===== src/rtl/alu_muldiv_seq_if.sv =====
// ----------------------------------------------------------------------------
// alu_muldiv_seq_if
// Bundles the request/response signals of the multiply/divide sequencer and
// its connection to the 64-bit ALU.
//   Request  : Start, Func (0=MUL, 1=UDIV), OpA, OpB
//   Response : Busy, Done, Result, Remainder
//   ALU side : AluOp, AluA, AluB, AluShamt (to ALU), AluOut (from ALU)
// Modports:
//   slave  - the sequencer itself
//   master - the pipeline control / ALU environment driving it
// ----------------------------------------------------------------------------
interface alu_muldiv_seq_if;
    logic        Start;
    logic        Func;
    logic [63:0] OpA;
    logic [63:0] OpB;
    logic        Busy;
    logic        Done;
    logic [63:0] Result;
    logic [63:0] Remainder;
    logic [3:0]  AluOp;
    logic [63:0] AluA;
    logic [63:0] AluB;
    logic [5:0]  AluShamt;
    logic [63:0] AluOut;

    modport slave (
        input  Start, Func, OpA, OpB, AluOut,
        output Busy, Done, Result, Remainder, AluOp, AluA, AluB, AluShamt
    );

    modport master (
        output Start, Func, OpA, OpB, AluOut,
        input  Busy, Done, Result, Remainder, AluOp, AluA, AluB, AluShamt
    );
endinterface


===== src/rtl/alu_muldiv_seq.sv =====
// ----------------------------------------------------------------------------
// alu_muldiv_seq
// Multi-cycle unsigned multiply (low 64 bits) and unsigned divide sequencer.
// Borrows the execute-stage ALU while busy: MUL runs 64 shift-add steps
// through ALU ADD, UDIV runs 64 restoring steps through ALU SUB.
// Ports:
//   Clock   - rising-edge clock
//   Reset_n - asynchronous active-low reset
//   bus     - alu_muldiv_seq_if.slave (request, response and ALU signals)
// Latency: Start at edge E0 -> Done high in the cycle after E64.
// Divide by zero finishes immediately: Result = all ones, Remainder = OpA.
// ----------------------------------------------------------------------------
module alu_muldiv_seq (
    input  logic              Clock,
    input  logic              Reset_n,
    alu_muldiv_seq_if.slave   bus
);

    localparam logic [3:0] OP_ADD = 4'b0010;
    localparam logic [3:0] OP_SUB = 4'b0110;

    localparam logic [1:0] S_IDLE = 2'd0;
    localparam logic [1:0] S_RUN  = 2'd1;
    localparam logic [1:0] S_DONE = 2'd2;

    // acc_q    : MUL accumulator / UDIV partial remainder
    // mcand_q  : MUL multiplicand (shifts left) / UDIV divisor
    // mplier_q : MUL multiplier (shifts right) / UDIV dividend-quotient
    logic [1:0]  state_q,     state_d;
    logic [63:0] acc_q,       acc_d;
    logic [63:0] mcand_q,     mcand_d;
    logic [63:0] mplier_q,    mplier_d;
    logic [6:0]  cnt_q,       cnt_d;
    logic        func_q,      func_d;
    logic        busy_q,      busy_d;
    logic        done_q,      done_d;
    logic [63:0] result_q,    result_d;
    logic [63:0] remainder_q, remainder_d;

    // Restoring-division step: shift the next dividend bit into the partial
    // remainder. The bit shifted out (carry) means the shifted value is at
    // least 2^64 and therefore always exceeds the divisor; the ALU's
    // modulo-2^64 difference is still the correct new remainder then.
    logic [63:0] div_sh;
    logic        div_carry;
    logic        div_take;

    assign div_sh    = {acc_q[62:0], mplier_q[63]};
    assign div_carry = acc_q[63];
    assign div_take  = div_carry | (div_sh >= mcand_q);

    // ALU drive: only from registers, parked at ADD 0+0 outside RUN.
    always_comb begin
        bus.AluOp    = OP_ADD;
        bus.AluA     = 64'd0;
        bus.AluB     = 64'd0;
        bus.AluShamt = 6'd0;
        if (state_q == S_RUN) begin
            if (func_q) begin
                bus.AluOp = OP_SUB;
                bus.AluA  = div_sh;
                bus.AluB  = mcand_q;
            end else begin
                bus.AluOp = OP_ADD;
                bus.AluA  = acc_q;
                bus.AluB  = mplier_q[0] ? mcand_q : 64'd0;
            end
        end
    end

    always_comb begin
        state_d     = state_q;
        acc_d       = acc_q;
        mcand_d     = mcand_q;
        mplier_d    = mplier_q;
        cnt_d       = cnt_q;
        func_d      = func_q;
        result_d    = result_q;
        remainder_d = remainder_q;

        case (state_q)
            // DONE lasts one cycle and accepts a new request exactly like
            // IDLE, which gives back-to-back operation without a gap.
            S_IDLE, S_DONE: begin
                state_d = S_IDLE;
                if (bus.Start) begin
                    func_d = bus.Func;
                    if (bus.Func && (bus.OpB == 64'd0)) begin
                        state_d     = S_DONE;
                        result_d    = {64{1'b1}};
                        remainder_d = bus.OpA;
                    end else begin
                        state_d = S_RUN;
                        acc_d   = 64'd0;
                        cnt_d   = 7'd0;
                        if (bus.Func) begin
                            mplier_d = bus.OpA;
                            mcand_d  = bus.OpB;
                        end else begin
                            mcand_d  = bus.OpA;
                            mplier_d = bus.OpB;
                        end
                    end
                end
            end

            S_RUN: begin
                if (func_q) begin
                    acc_d    = div_take ? bus.AluOut : div_sh;
                    mplier_d = {mplier_q[62:0], div_take};
                end else begin
                    acc_d    = bus.AluOut;
                    mcand_d  = mcand_q << 1;
                    mplier_d = mplier_q >> 1;
                end
                cnt_d = cnt_q + 7'd1;
                // Results capture the outcome of the 64th step itself.
                if (cnt_q == 7'd63) begin
                    state_d     = S_DONE;
                    result_d    = func_q ? mplier_d : acc_d;
                    remainder_d = func_q ? acc_d : 64'd0;
                end
            end

            default: state_d = S_IDLE;
        endcase

        busy_d = (state_d != S_IDLE);
        done_d = (state_d == S_DONE);
    end

    always_ff @(posedge Clock or negedge Reset_n) begin
        if (!Reset_n) begin
            state_q     <= S_IDLE;
            acc_q       <= 64'd0;
            mcand_q     <= 64'd0;
            mplier_q    <= 64'd0;
            cnt_q       <= 7'd0;
            func_q      <= 1'b0;
            busy_q      <= 1'b0;
            done_q      <= 1'b0;
            result_q    <= 64'd0;
            remainder_q <= 64'd0;
        end else begin
            state_q     <= state_d;
            acc_q       <= acc_d;
            mcand_q     <= mcand_d;
            mplier_q    <= mplier_d;
            cnt_q       <= cnt_d;
            func_q      <= func_d;
            busy_q      <= busy_d;
            done_q      <= done_d;
            result_q    <= result_d;
            remainder_q <= remainder_d;
        end
    end

    assign bus.Busy      = busy_q;
    assign bus.Done      = done_q;
    assign bus.Result    = result_q;
    assign bus.Remainder = remainder_q;

endmodule

===== src/flat_wrapper.sv =====
// flat-port wrapper written by rule: the top's interface ports become plain ports
module alu_muldiv_seq_flat 
  (Clock, Reset_n, bus_Start, bus_Func, bus_OpA, bus_OpB, bus_AluOut, bus_Busy, bus_Done, bus_Result, bus_Remainder, bus_AluOp, bus_AluA, bus_AluB, bus_AluShamt);
  alu_muldiv_seq_if bus_i ();
  input  logic Clock;
  input  logic Reset_n;
  input wire logic [$bits(bus_i.Start)-1:0] bus_Start;
  input wire logic [$bits(bus_i.Func)-1:0] bus_Func;
  input wire logic [$bits(bus_i.OpA)-1:0] bus_OpA;
  input wire logic [$bits(bus_i.OpB)-1:0] bus_OpB;
  input wire logic [$bits(bus_i.AluOut)-1:0] bus_AluOut;
  output wire logic [$bits(bus_i.Busy)-1:0] bus_Busy;
  output wire logic [$bits(bus_i.Done)-1:0] bus_Done;
  output wire logic [$bits(bus_i.Result)-1:0] bus_Result;
  output wire logic [$bits(bus_i.Remainder)-1:0] bus_Remainder;
  output wire logic [$bits(bus_i.AluOp)-1:0] bus_AluOp;
  output wire logic [$bits(bus_i.AluA)-1:0] bus_AluA;
  output wire logic [$bits(bus_i.AluB)-1:0] bus_AluB;
  output wire logic [$bits(bus_i.AluShamt)-1:0] bus_AluShamt;
  assign bus_i.Start = bus_Start;
  assign bus_i.Func = bus_Func;
  assign bus_i.OpA = bus_OpA;
  assign bus_i.OpB = bus_OpB;
  assign bus_i.AluOut = bus_AluOut;
  assign bus_Busy = bus_i.Busy;
  assign bus_Done = bus_i.Done;
  assign bus_Result = bus_i.Result;
  assign bus_Remainder = bus_i.Remainder;
  assign bus_AluOp = bus_i.AluOp;
  assign bus_AluA = bus_i.AluA;
  assign bus_AluB = bus_i.AluB;
  assign bus_AluShamt = bus_i.AluShamt;
  alu_muldiv_seq u_core (.Clock(Clock), .Reset_n(Reset_n), .bus(bus_i));
endmodule

===== config.mk =====
export PLATFORM = sky130hd
export DESIGN_NAME = alu_muldiv_seq_flat
export DESIGN_NICKNAME = d
export VERILOG_FILES = /design/src/rtl/alu_muldiv_seq_if.sv /design/src/rtl/alu_muldiv_seq.sv /design/src/flat_wrapper.sv
export SDC_FILE = /design/constraint.sdc
export NUM_CORES = 1
export LEC_CHECK = 0
export BUFFER_PORTS_ARGS = -buffer_cell sky130_fd_sc_hd__buf_2
export CAP_MARGIN = 20
export CORE_MARGIN = 2
export CORE_UTILIZATION = 35
export DETAILED_ROUTE_END_ITERATION = 16
export HOLD_SLACK_MARGIN = 0.15
export PLACE_DENSITY = 0.57
export SLEW_MARGIN = 0
export SYNTH_ARGS = -nofsm -noshare
export SYNTH_HDL_FRONTEND = slang
export SYNTH_SLANG_ARGS = --single-unit

===== constraint.sdc =====
create_clock -name Clock -period 6 [get_ports Clock]
set_input_delay 1.2 -clock Clock [delete_from_list [all_inputs] [get_ports Clock]]
set_output_delay 1.2 -clock Clock [all_outputs]
set_load 0.05 [all_outputs]

==> results.md, run 1 <==
- Outcome: complete, no violations
- Int Pwr: between 5 and 6 mW
- Top cell type by total area after synthesis: dfrtp_1
- Leakage: 11.6 nW
- Area share of the largest cell type after synthesis: 41.1%
- Setup TNS: 0 ps
- Top FF cell, synth: dfrtp_1
- Max Cap Viol: 0
- Layout Skew: 23.0 ps
- I/O Buffers: 454
- Post-synthesis cell area: 20200 um2
- Final count of hold timing violations: 0
- Setup CP Type: reg2reg
- Drt first pass iters: 5
- Critical path's top delay family: simple AND/OR/NAND/NOR gates
- TritonCTS clock tree: built
- Count leader, synth: dfrtp_1
- Overflow after GRT: 0
- FF-to-FF End: u_core.bus.Remainder[43]
- Worst Tran Pin Value: 1020 ps
- Critical path capture point: u_core.bus.Remainder[43]
- CP Depth: 9
- Clock Power Share: between 20% and 30%
- Synth Register Bits: 332
- FF-to-FF setup slack: 1710 ps
- Minimum clock period: 4290 ps
- Initial DRC Count: 1436
- Pwr dens: 457 nW/um2
- CTS buffer count: 42
- Setup crit end kind: register
- CTS Buffer Depth: 3
- Slew headroom: 32.2%
- Post-synthesis sequential area ratio: between 40% and 50%
- Post-route cell area: about 24000 um2
- Row cnt: 88
- Critical Path Slowest Stage Cell: and3_4
- Post-cts resize count: 0
- Skew-Pair Late Insertion Delay: 560 ps
- Final setup violation count: 0
- Dpl ws: 1260 ps
- # hold bufs at CTS: 0
- Pins over their slew limit: 0
- Yosys Warn Count: 0
- Clk pin slew, worst setup/hold paths: roughly 60 ps
- Synth area leaders: dfrtp_1 (41%), mux2i_1 (16%), a221o_1 (6.3%), nand2_1 (5.3%), ha_1 (4.0%)
- Die area: 59700 um2
- Core area: 57400 um2
- RSZ-0062 raised after global routing: false
- Switch share: 47.1%
- Worst R2R Start: u_core.mplier_q[63]
- Number of global-route vias before repair: roughly 19k
- Cells after DPL: ~3.3k
- DR WL/cell: 21.6 um
- GR Util All Layers: 23.8%
- Worst Slack Setup Final: 1710 ps
- Worst Hold Class: reg2reg
- Post-DP HPWL: 50400 um
- Crit Path Max Fanout: 64
- WP data arrival: around 4800 ps
- Top cells by count, synth: dfrtp_1 (332), mux2i_1 (315), nand2_1 (284)
- Nets: 2836
- Number of distinct library cells after synthesis: 47
- Crit start category: register
- Reg power frac: between 30% and 40%
- Clk sinks: 332
- Sw power: 5.27 mW
- Antenna Nets Post-Route: 0
- CP max stage delay: 940 ps
- Syn avg cell area: 9.03 um2
- Fill count: 5729
- WP buf/inv: 1
- Layout Area Growth over Synthesis: 21.0%
- Post CTS Setup Buffer Count: 0
- Diode count: 0
- Async SR Flop Fraction: 100%
- First-pass GRT wire length: 112000 um
- Crit path required time: 6480 ps
- H-tree Lvls: 2
- Fmax: between 0.2 and 0.25 GHz
- Post-synth EDFFs: 0
- Die X-Extent: between 200 and 250 um
- Vias: about 19k
- Root buffer cell: clkbuf_16
- Final period utilization: 71.4%
- DRC Markers: 0
- Critical Path Source: u_core.mplier_q[63]
- Post-Syn Instances: between 2k and 2.5k
- Final Wtd Congestion: roughly 0.87
- Placed instance area: 23000 um2
- Depth of the worst register-to-register path: 9
- Drt total wl: between 70000 and 80000 um
- Layout cell share with drive strength beyond 1: 21.8%
- Worst path cell trace: inv_1 > ha_1 > nand2b_1 > a2111oi_0 > or4b_2 > a31oi_1 > nor4_2 > and3_4 > a221o_1
- Largest net degree at the start of global routing: 203
- DIE HEIGHT: 244 um
- Starting Density: 35.2%
- Boundary Pins: 464
- Vias per std cell: 5.58
- Maximum VDD drop: 0.273 mV
- Post-route insts no fill: 3369
- Initial antenna violation count: 0
- Comb power frac: 45.1%
-- per-stage QoR --
stage	hold WS [ps]	power, mW	util, %
2_1_floorplan	450	7.10	-
3_3_place_gp	472	8.55	40.1
3_5_place_dp	480	8.64	40.2
4_1_cts	493	11.3	42.6
5_1_grt	524	11.9	42.6
6_report	494	11.2	42.6
-- flip-flops by register name (all words and copies together) (netlist names) --
signal,count
u_core.cnt_q,7
u_core.bus.Done,1
u_core.acc_q,64
u_core.bus.Result,64
u_core.state_q,2
u_core.bus.Busy,1
u_core.func_q,1
u_core.mplier_q,64
u_core.bus.Remainder,64
u_core.mcand_q,64
-- cells by family (layout without fill, tap and decap cells) --
logic type	after synthesis	after routing	synth area share (%)
AO/OA/AOI/OAI	513	513	17.3
flip-flops	332	332	41.1
buffers and inverters	266	626	5.54
other	2	9	0.0372
adder cells (fa/ha/maj)	65	65	4.02
AND/OR/NAND/NOR	742	742	16.3
multiplexers	317	317	15.7
-- worst reg2reg max path: stages, from the launching register on --
cell and delay [ps]:
dfrtp_1 480, inv_1 90, ha_1 290, nand2b_1 150, a2111oi_0 610, or4b_2 270
a31oi_1 170, nor4_2 800, and3_4 940, a221o_1 410
-- layout make-up --
cell class | count | area (um2) | share of cell area (%)
clock buffer | 65 | 1310 | 5.35
clock inverter | 8 | 78.8 | 0.322
inverter | 68 | 260 | 1.06
multi-input combinational | 1646 | 10900 | 44.5
sequential | 332 | 8310 | 34.0
tap | 765 | 957 | 3.91
timing repair buffer | 485 | 2650 | 10.8
-- cells in the final DEF (no fill, tap or decap), types with 4 or more instances in the layout --
| cell type | instances |
|---|---|
| a21o_1 | 4 |
| a21oi_1 | 91 |
| a221o_1 | 128 |
| a31oi_1 | 65 |
| and2_1 | 64 |
| buf_12 | 9 |
| buf_2 | 455 |
| buf_4 | 18 |
| clkbuf_1 | 7 |
| clkbuf_16 | 43 |
| clkbuf_8 | 16 |
| clkinvlp_4 | 4 |
| conb_1 | 9 |
| dfrtp_1 | 331 |
| ha_1 | 65 |
| inv_1 | 67 |
| mux2i_1 | 315 |
| nand2_1 | 284 |
| nand2b_1 | 4 |
| nand3_1 | 68 |
| nand4_1 | 19 |
| nor2_1 | 199 |
| nor3_1 | 68 |
| nor4_1 | 17 |
| o211ai_1 | 62 |
| o21ai_0 | 146 |
-- power by group through the flow --
stage               Clock (mW)  Combinational, mW  Sequential (mW)
floorplan                    0               3.66             3.44
global placement             0               4.97             3.58
detailed placement           0               5.05             3.59
CTS                       2.63               5.07             3.56
global route              2.72               5.47             3.66
finish                    2.57               5.04             3.57
-- per-layer routing --
| layer | part of all wire [%] | vias to the layer above | GRT usage [%] |
|---|---|---|---|
| met2 | 48 | 684 | 39.5 |
| met4 | 2.8 | 0 | 7.41 |
| met3 | 6.6 | 123 | 4.44 |
| li1 | - | 8756 | - |
| met1 | 43 | 9236 | 31.3 |
| met5 | 0 | - | 0 |
-- how the worst min path moves through the flow --
stage,slack [ps],cells past startpoint,end,startpoint
5_1_grt,520,1,u_core.cnt_q[2],u_core.cnt_q[2]
4_1_cts,490,2,u_core.mcand_q[63],u_core.mcand_q[63]
3_5_place_dp,480,2,u_core.mcand_q[63],u_core.mcand_q[63]
2_1_floorplan,450,2,u_core.mcand_q[63],u_core.mcand_q[63]
3_3_place_gp,470,2,u_core.mcand_q[63],u_core.mcand_q[63]
6_report,490,2,u_core.mcand_q[63],u_core.mcand_q[63]
Note: power is estimated with default switching activity, not from simulation.
==> inputs of run 2 (changes only) <==
Clock period 6 ns to 4.05 ns, I/O delays scaled along.
==> run 2 against run 1 <==
Against the previous run: fmax up 14%; sequential cell count unchanged; critical path depth unchanged; global-route usage about the same; count of clock-buffer cells in the layout down 1; sequential power up 46%; register-to-register slack worse by 1400 ps; clock power up 52%; utilization up 0.51 points; via count down 0.30%; clock skew down 11 ps; critical path type unchanged; critical endpoint is now u_core.acc_q[35]; highest routed layer unchanged.
==> results.md, run 2 (synthesis results as in run 1) <==
- Outcome: complete, no violations
- Critical Path Source: u_core.mcand_q[23]
- Dpl ws: 156 ps
- Clk sinks: roughly 330
- Max Cap Viol: 0
- RSZ-0062 raised after global routing: false
- CTS buffer count: 41
- Initial antenna violation count: 1
- CTS Buffer Depth: 3
- Final count of hold timing violations: 0
- First-pass GRT wire length: 111000 um
- DIE HEIGHT: around 240 um
- Switch share: 46.9%
- Starting Density: between 30% and 40%
- Fill count: 5731
- Final period utilization: 92.7%
- Crit Path Max Fanout: 32
- Final setup violation count: 0
- Crit path required time: 4550 ps
- Boundary Pins: 464
- H-tree Lvls: 2
- Drt first pass iters: 5
- WP data arrival: roughly 4300 ps
- Fmax: between 0.2 and 0.3 GHz
- Setup CP Type: reg2reg
- GR Util All Layers: around a quarter
- Worst Hold Class: in2async
- Worst Slack Setup Final: 296 ps
- DR WL/cell: 21.8 um
- Skew-Pair Late Insertion Delay: 570 ps
- Worst Tran Pin Value: 1050 ps
- Worst R2R Start: u_core.mcand_q[23]
- Layout Skew: ~12 ps
- Die area: 59700 um2
- Setup crit end kind: register
- Pwr dens: 678 nW/um2
- Power, Total: between 15 and 20 mW
- Cells after DPL: between 3k and 4k
- Post-route cell area: approximately 25000 um2
- Number of global-route vias before repair: 18.4k
- I/O Buffers: 454
- Final Wtd Congestion: roughly 0.87
- Antenna Nets Post-Route: 0
- Clk pin slew, worst setup/hold paths: 60 ps
- Most frequent cells in the layout: buf_2 (452), dfrtp_1 (331), mux2i_1 (315), nand2_1 (284), nor2_1 (199)
- Leakage: approximately 12 nW
- DRC Markers: 0
- Clock Power Share: about 23%
- Core area: 57400 um2
- Int Pwr: roughly 8.9 mW
- Critical Path Slowest Stage Cell: nor4_2
- Minimum clock period: 3750 ps
- Row cnt: 88
- Overflow after GRT: 0
- Post-route insts no fill: 3388
- Vias per std cell: roughly 5.5
- Largest net degree at the start of global routing: around 130
- Nets: about 2.9k
- Vias: 18.7k
- Maximum VDD drop: 0.399 mV
- TritonCTS clock tree: built
- CP max stage delay: between 900 and 1000 ps
- Pins over their slew limit: 0
- Comb power frac: 45.6%
- Layout Area Growth over Synthesis: 22.5%
- Placed instance area: 23300 um2
- Layout cell share with drive strength beyond 1: 22.3%
- Commonest non-fill, non-tap cell in the layout: buf_2
- Root buffer cell: clkbuf_16
- # hold bufs at CTS: 0
- Crit start category: register
- Setup TNS: 0 ps
- Slew headroom: 29.6%
- Initial DRC Count: between 1k and 1.5k
- Reg power frac: a little under a third
- Die X-Extent: around 240 um
- Drt total wl: roughly 74000 um
- Worst path cell trace: inv_1 > ha_1 > a21oi_1 > o21ai_0 > a221oi_1 > a311oi_1 > nor4_2 > and2_4 > a221o_1
- Sw power: 7.87 mW
- Post-DP HPWL: between 50000 and 60000 um
-- run 2: cell types whose count changed in the layout (fill, tap and decap cells not counted) --
| cell | before | now |
|---|---|---|
| buf_12 | 9 | 21 |
| buf_4 | 18 | 26 |
| clkinv_2 | 2 | 6 |
| clkinvlp_4 | 4 | 0 |
| buf_2 | 455 | 452 |
| bufinv_16 | 1 | 3 |
| clkbuf_8 | 16 | 14 |
| and2_4 | 1 | 2 |
| buf_16 | 1 | 0 |
| clkbuf_1 | 7 | 8 |
| diode_2 | 0 | 1 |
-- run 2: final timing paths --
path / to / slack, ps / cells after the start
max: u_core.acc_q[35] / 300 / 9
min: u_core.bus.Result[8] / 260 / 1
max reg2reg: u_core.acc_q[35] / 300 / 9
min reg2reg: u_core.mcand_q[63] / 480 / 2
max in group asynchronous: u_core.bus.Remainder[51] / 2860 / 2
min in group Clock: u_core.mcand_q[63] / 480 / 2
-- run 2: critical path: cells and delay by family, from the launching register on --
family / cells / cell delay (ps)
simple gates: 2 / 1590
flops: 1 / 380
fa+ha+maj: 1 / 320
compound gates: 5 / 1270
buf+inv: 1 / 70
-- run 2: area by class of cell --
cell class	count	area, um2	area share [%]
clock buffers	64	1280	5.19
clock inverters	10	129	0.521
inverters	68	260	1.05
flip-flops and latches	332	8310	33.6
well taps	765	957	3.87
repair buffers	501	2910	11.7
multi-input cells	1647	10900	44.0
diodes	1	2.50	0.0101
-- run 2: timing repair --
item / CTS / global route
gates resized for setup: 0 / 1
setup endpoints to repair: 0 / 64
hold endpoints to repair: 0 / 0
buffers inserted: 0 / 0
-- run 2: power by group through the flow --
| stage | sequential, mW | clock [mW] | combinational (mW) |
|---|---|---|---|
| after floorplan | 5.10 | 0 | 5.42 |
| after global placement | 5.22 | 0 | 7.50 |
| after detailed placement | 5.26 | 0 | 7.62 |
| after CTS | 5.21 | 3.98 | 7.65 |
| after global routing | 5.36 | 4.11 | 8.28 |
| final | 5.23 | 3.90 | 7.65 |
-- run 2: layer usage --
| metal | vias up | part of all wire, % | GRT usage, % |
|---|---|---|---|
| met2 | 659 | 48 | 40.0 |
| met3 | 123 | 6.2 | 4.25 |
| met1 | 9184 | 43 | 31.0 |
| met5 | - | 0 | 0 |
| li1 | 8777 | - | - |
| met4 | 0 | 3.1 | 7.77 |
-- run 2: stage by stage --
| step | hold WS, ps | util (%) |
|---|---|---|
| floorplan | 450 | - |
| global placement | 469 | 40.7 |
| detailed placement | 476 | 40.7 |
| CTS | 300 | 43.1 |
| global route | 302 | 43.1 |
| finish | 256 | 43.1 |
==> inputs of run 3 (changes only) <==
Settings changed: ABC_AREA from default to 1, CORE_UTILIZATION 35 to 49, PLACE_DENSITY 0.57 to 0.75.
==> run 3 against run 2 <==
Against the previous run: clock skew is 9.3 ps higher; design area is 2.7% lower; clock power shrank 2%; critical path type is now reg2out; largest power group unchanged.
==> results.md, run 3 <==
- Worst Tran Pin Value: 951 ps
- Antenna Nets Post-Route: 0
- Depth of the worst register-to-register path: 17
- Worst Hold Class: in2async
- Number of global-route vias before repair: about 21k
- Maximum VDD drop: ~1.5 mV
- WHS: 268 ps
- Clk sinks: roughly 330
- Skew-Pair Late Insertion Delay: between 500 and 600 ps
- Fmax: ~0.27 GHz
- Setup crit end kind: primary output
- Post-cts resize count: 0
- XOR/XNOR Fraction of Synth Area: 0%
- Crit path required time: ~3200 ps
- Vias: 21.9k
- Final Wtd Congestion: 0.916
- Worst path cell trace: inv_2 > nor2_8 > buf_12 > o21ai_0 > a21oi_1 > buf_2
- Setup TNS: 0 ps
- WP data arrival: roughly 2900 ps
- Synth Register Bits: 332
- RSZ-0062 raised after global routing: false
- Slew headroom: between 30% and 40%
- Multiplexer share of the synthesized area: 0.0493%
- Outcome: complete, no violations
- DIE HEIGHT: 207 um
- Post-synthesis sequential area ratio: 40.9%
- Post-DP HPWL: 49300 um
- Post-synthesis cell area: 20300 um2
- Final period utilization: between 90% and 100%
- # hold bufs at CTS: 0
- Setup CP Type: reg2out
- Row cnt: 74
- Pins over their slew limit: 0
- Final setup violation count: 0
- Max Cap Viol: 0
- Layout Skew: 21.1 ps
- Layout cell share with drive strength beyond 1: 19.9%
- Critical path capture point: bus_AluA[62]
- H-tree Lvls: 2
- CP max stage delay: 560 ps
- Crit Path Max Fanout: 166
- Worst R2R Start: u_core.mcand_q[7]
- CP Depth: 6
- TritonCTS clock tree: built
- Crit start category: register
- GR Util All Layers: 32.8%
- FF-to-FF setup slack: roughly 680 ps
- Nets: 3371
- Initial antenna violation count: 9
- First-pass GRT wire length: roughly 110000 um
- Area share of the largest cell type after synthesis: between 40% and 50%
- Post-route cell area: between 20000 and 25000 um2
- Fill count: 3813
- Synth area leaders: dfrtp_1 (41%), nand2_1 (9.5%), a21oi_1 (8.6%), o21ai_0 (8.3%), nand3_1 (5.0%)
- Placed instance area: 22700 um2
- Top FF cell, synth: dfrtp_1
- Most frequent cells in the layout: nand2_1 (514), buf_2 (453), a21oi_1 (348), o21ai_0 (336), dfrtp_1 (331)
- I/O Buffers: 454
- Critical Path Slowest Stage Cell: buf_12
- DRC Markers: 0
- Dpl ws: 764 ps
- FF-to-FF End: u_core.bus.Remainder[49]
- Post-Syn Instances: about 2.8k
- Critical path's top delay family: buffers and inverters
- Top cells by count, synth: nand2_1 (516), a21oi_1 (348), o21ai_0 (336)
- Commonest non-fill, non-tap cell in the layout: nand2_1
- Largest net degree at the start of global routing: 167
- WP buf/inv: 3
- Simple logic cell fraction of the synthesized area: 20.3%
- Syn avg cell area: 7.27 um2
- Leakage: 12.1 nW
- Root buffer cell: clkbuf_16
- Count leader, synth: nand2_1
- Drt first pass iters: 8
- Minimum clock period: 3660 ps
- Worst Slack Setup Final: 395 ps
- DR WL/cell: 19.7 um
- Starting Density: 49.7%
- Clk pin slew, worst setup/hold paths: 60 ps
- Overflow after GRT: 0
- Layout Area Growth over Synthesis: 18.6%
- CTS buffer count: 40
- Compound-Gate Fraction of Synth Area: 24.4%
- Drt total wl: 72400 um
- Top cell type by total area after synthesis: dfrtp_1
- Post-synth EDFFs: 0
- Post CTS Setup Buffer Count: 0
- Critical Path Source: u_core.state_q[0]
- Yosys Warn Count: 0
- Pwr dens: 1080 nW/um2
- Post-synthesis adder-cell area fraction: 4.01%
- Die area: between 40000 and 50000 um2
- Initial DRC Count: 2299
- Core area: about 41000 um2
- CTS Buffer Depth: 3
- Largest family of logic cells by synthesized area: compound AO/OA/AOI/OAI gates
- Final count of hold timing violations: 0
- Number of distinct library cells after synthesis: 39
- Die X-Extent: 207 um
- Boundary Pins: ~460
- Vias per std cell: between 5 and 6
- Async SR Flop Fraction: 100%
-- run 3: stage by stage --
stage	std cells	util (%)	total power [mW]
after CTS	3673	58.9	25.9
after global routing	3678	58.9	27.7
final	3680	59.0	26.0
after floorplan	2798	-	17.9
after global placement	3599	55.5	21.7
after detailed placement	3600	55.5	22.0
-- run 3: cell families (layout without fill, tap and decap cells) --
logic type               after synthesis  after routing
AO/OA/AOI/OAI                        917            917
adder cells (fa/ha/maj)               65             65
buffers and inverters                491            834
flip-flops                           332            332
multiplexers                           1              1
other                                  2             16
AND/OR/NAND/NOR                      983            983
-- run 3: area by class of cell --
type | instances | area [um2] | share of cell area [%]
Antenna cell | 7 | 17.5 | 0.0728
Clock buffer | 59 | 1230 | 5.13
Clock inverter | 14 | 160 | 0.665
Inverter | 269 | 1020 | 4.26
Multi-Input combinational cell | 1975 | 9990 | 41.5
Sequential cell | 332 | 8310 | 34.5
Tap cell | 532 | 666 | 2.77
Timing Repair Buffer | 492 | 2670 | 11.1
-- run 3: metal layers --
| layer | global-route usage, % | vias up | part of all wire [%] |
|---|---|---|---|
| li1 | - | 10068 | - |
| met1 | 43.4 | 10341 | 40 |
| met2 | 51.3 | 1270 | 46 |
| met3 | 6.46 | 239 | 9.2 |
| met4 | 17.0 | 8 | 4.6 |
| met5 | 0 | - | 0.080 |
-- run 3: where the power goes --
part | internal (mW) | total (mW) | switching, mW
clock | 2.30 | 3.84 | 1.54
sequential | 4.94 | 5.98 | 1.04
combinational | 4.15 | 16.2 | 12.0
-- run 3: worst min-delay path by stage --
stage | end | slack [ps] | cells past startpoint
CTS | u_core.acc_q[25] | 320 | 1
floorplan | u_core.cnt_q[5] | 450 | 1
global placement | u_core.bus.Result[35] | 460 | 2
global route | u_core.acc_q[25] | 320 | 1
detailed placement | u_core.bus.Result[30] | 470 | 2
finish | u_core.acc_q[25] | 270 | 1
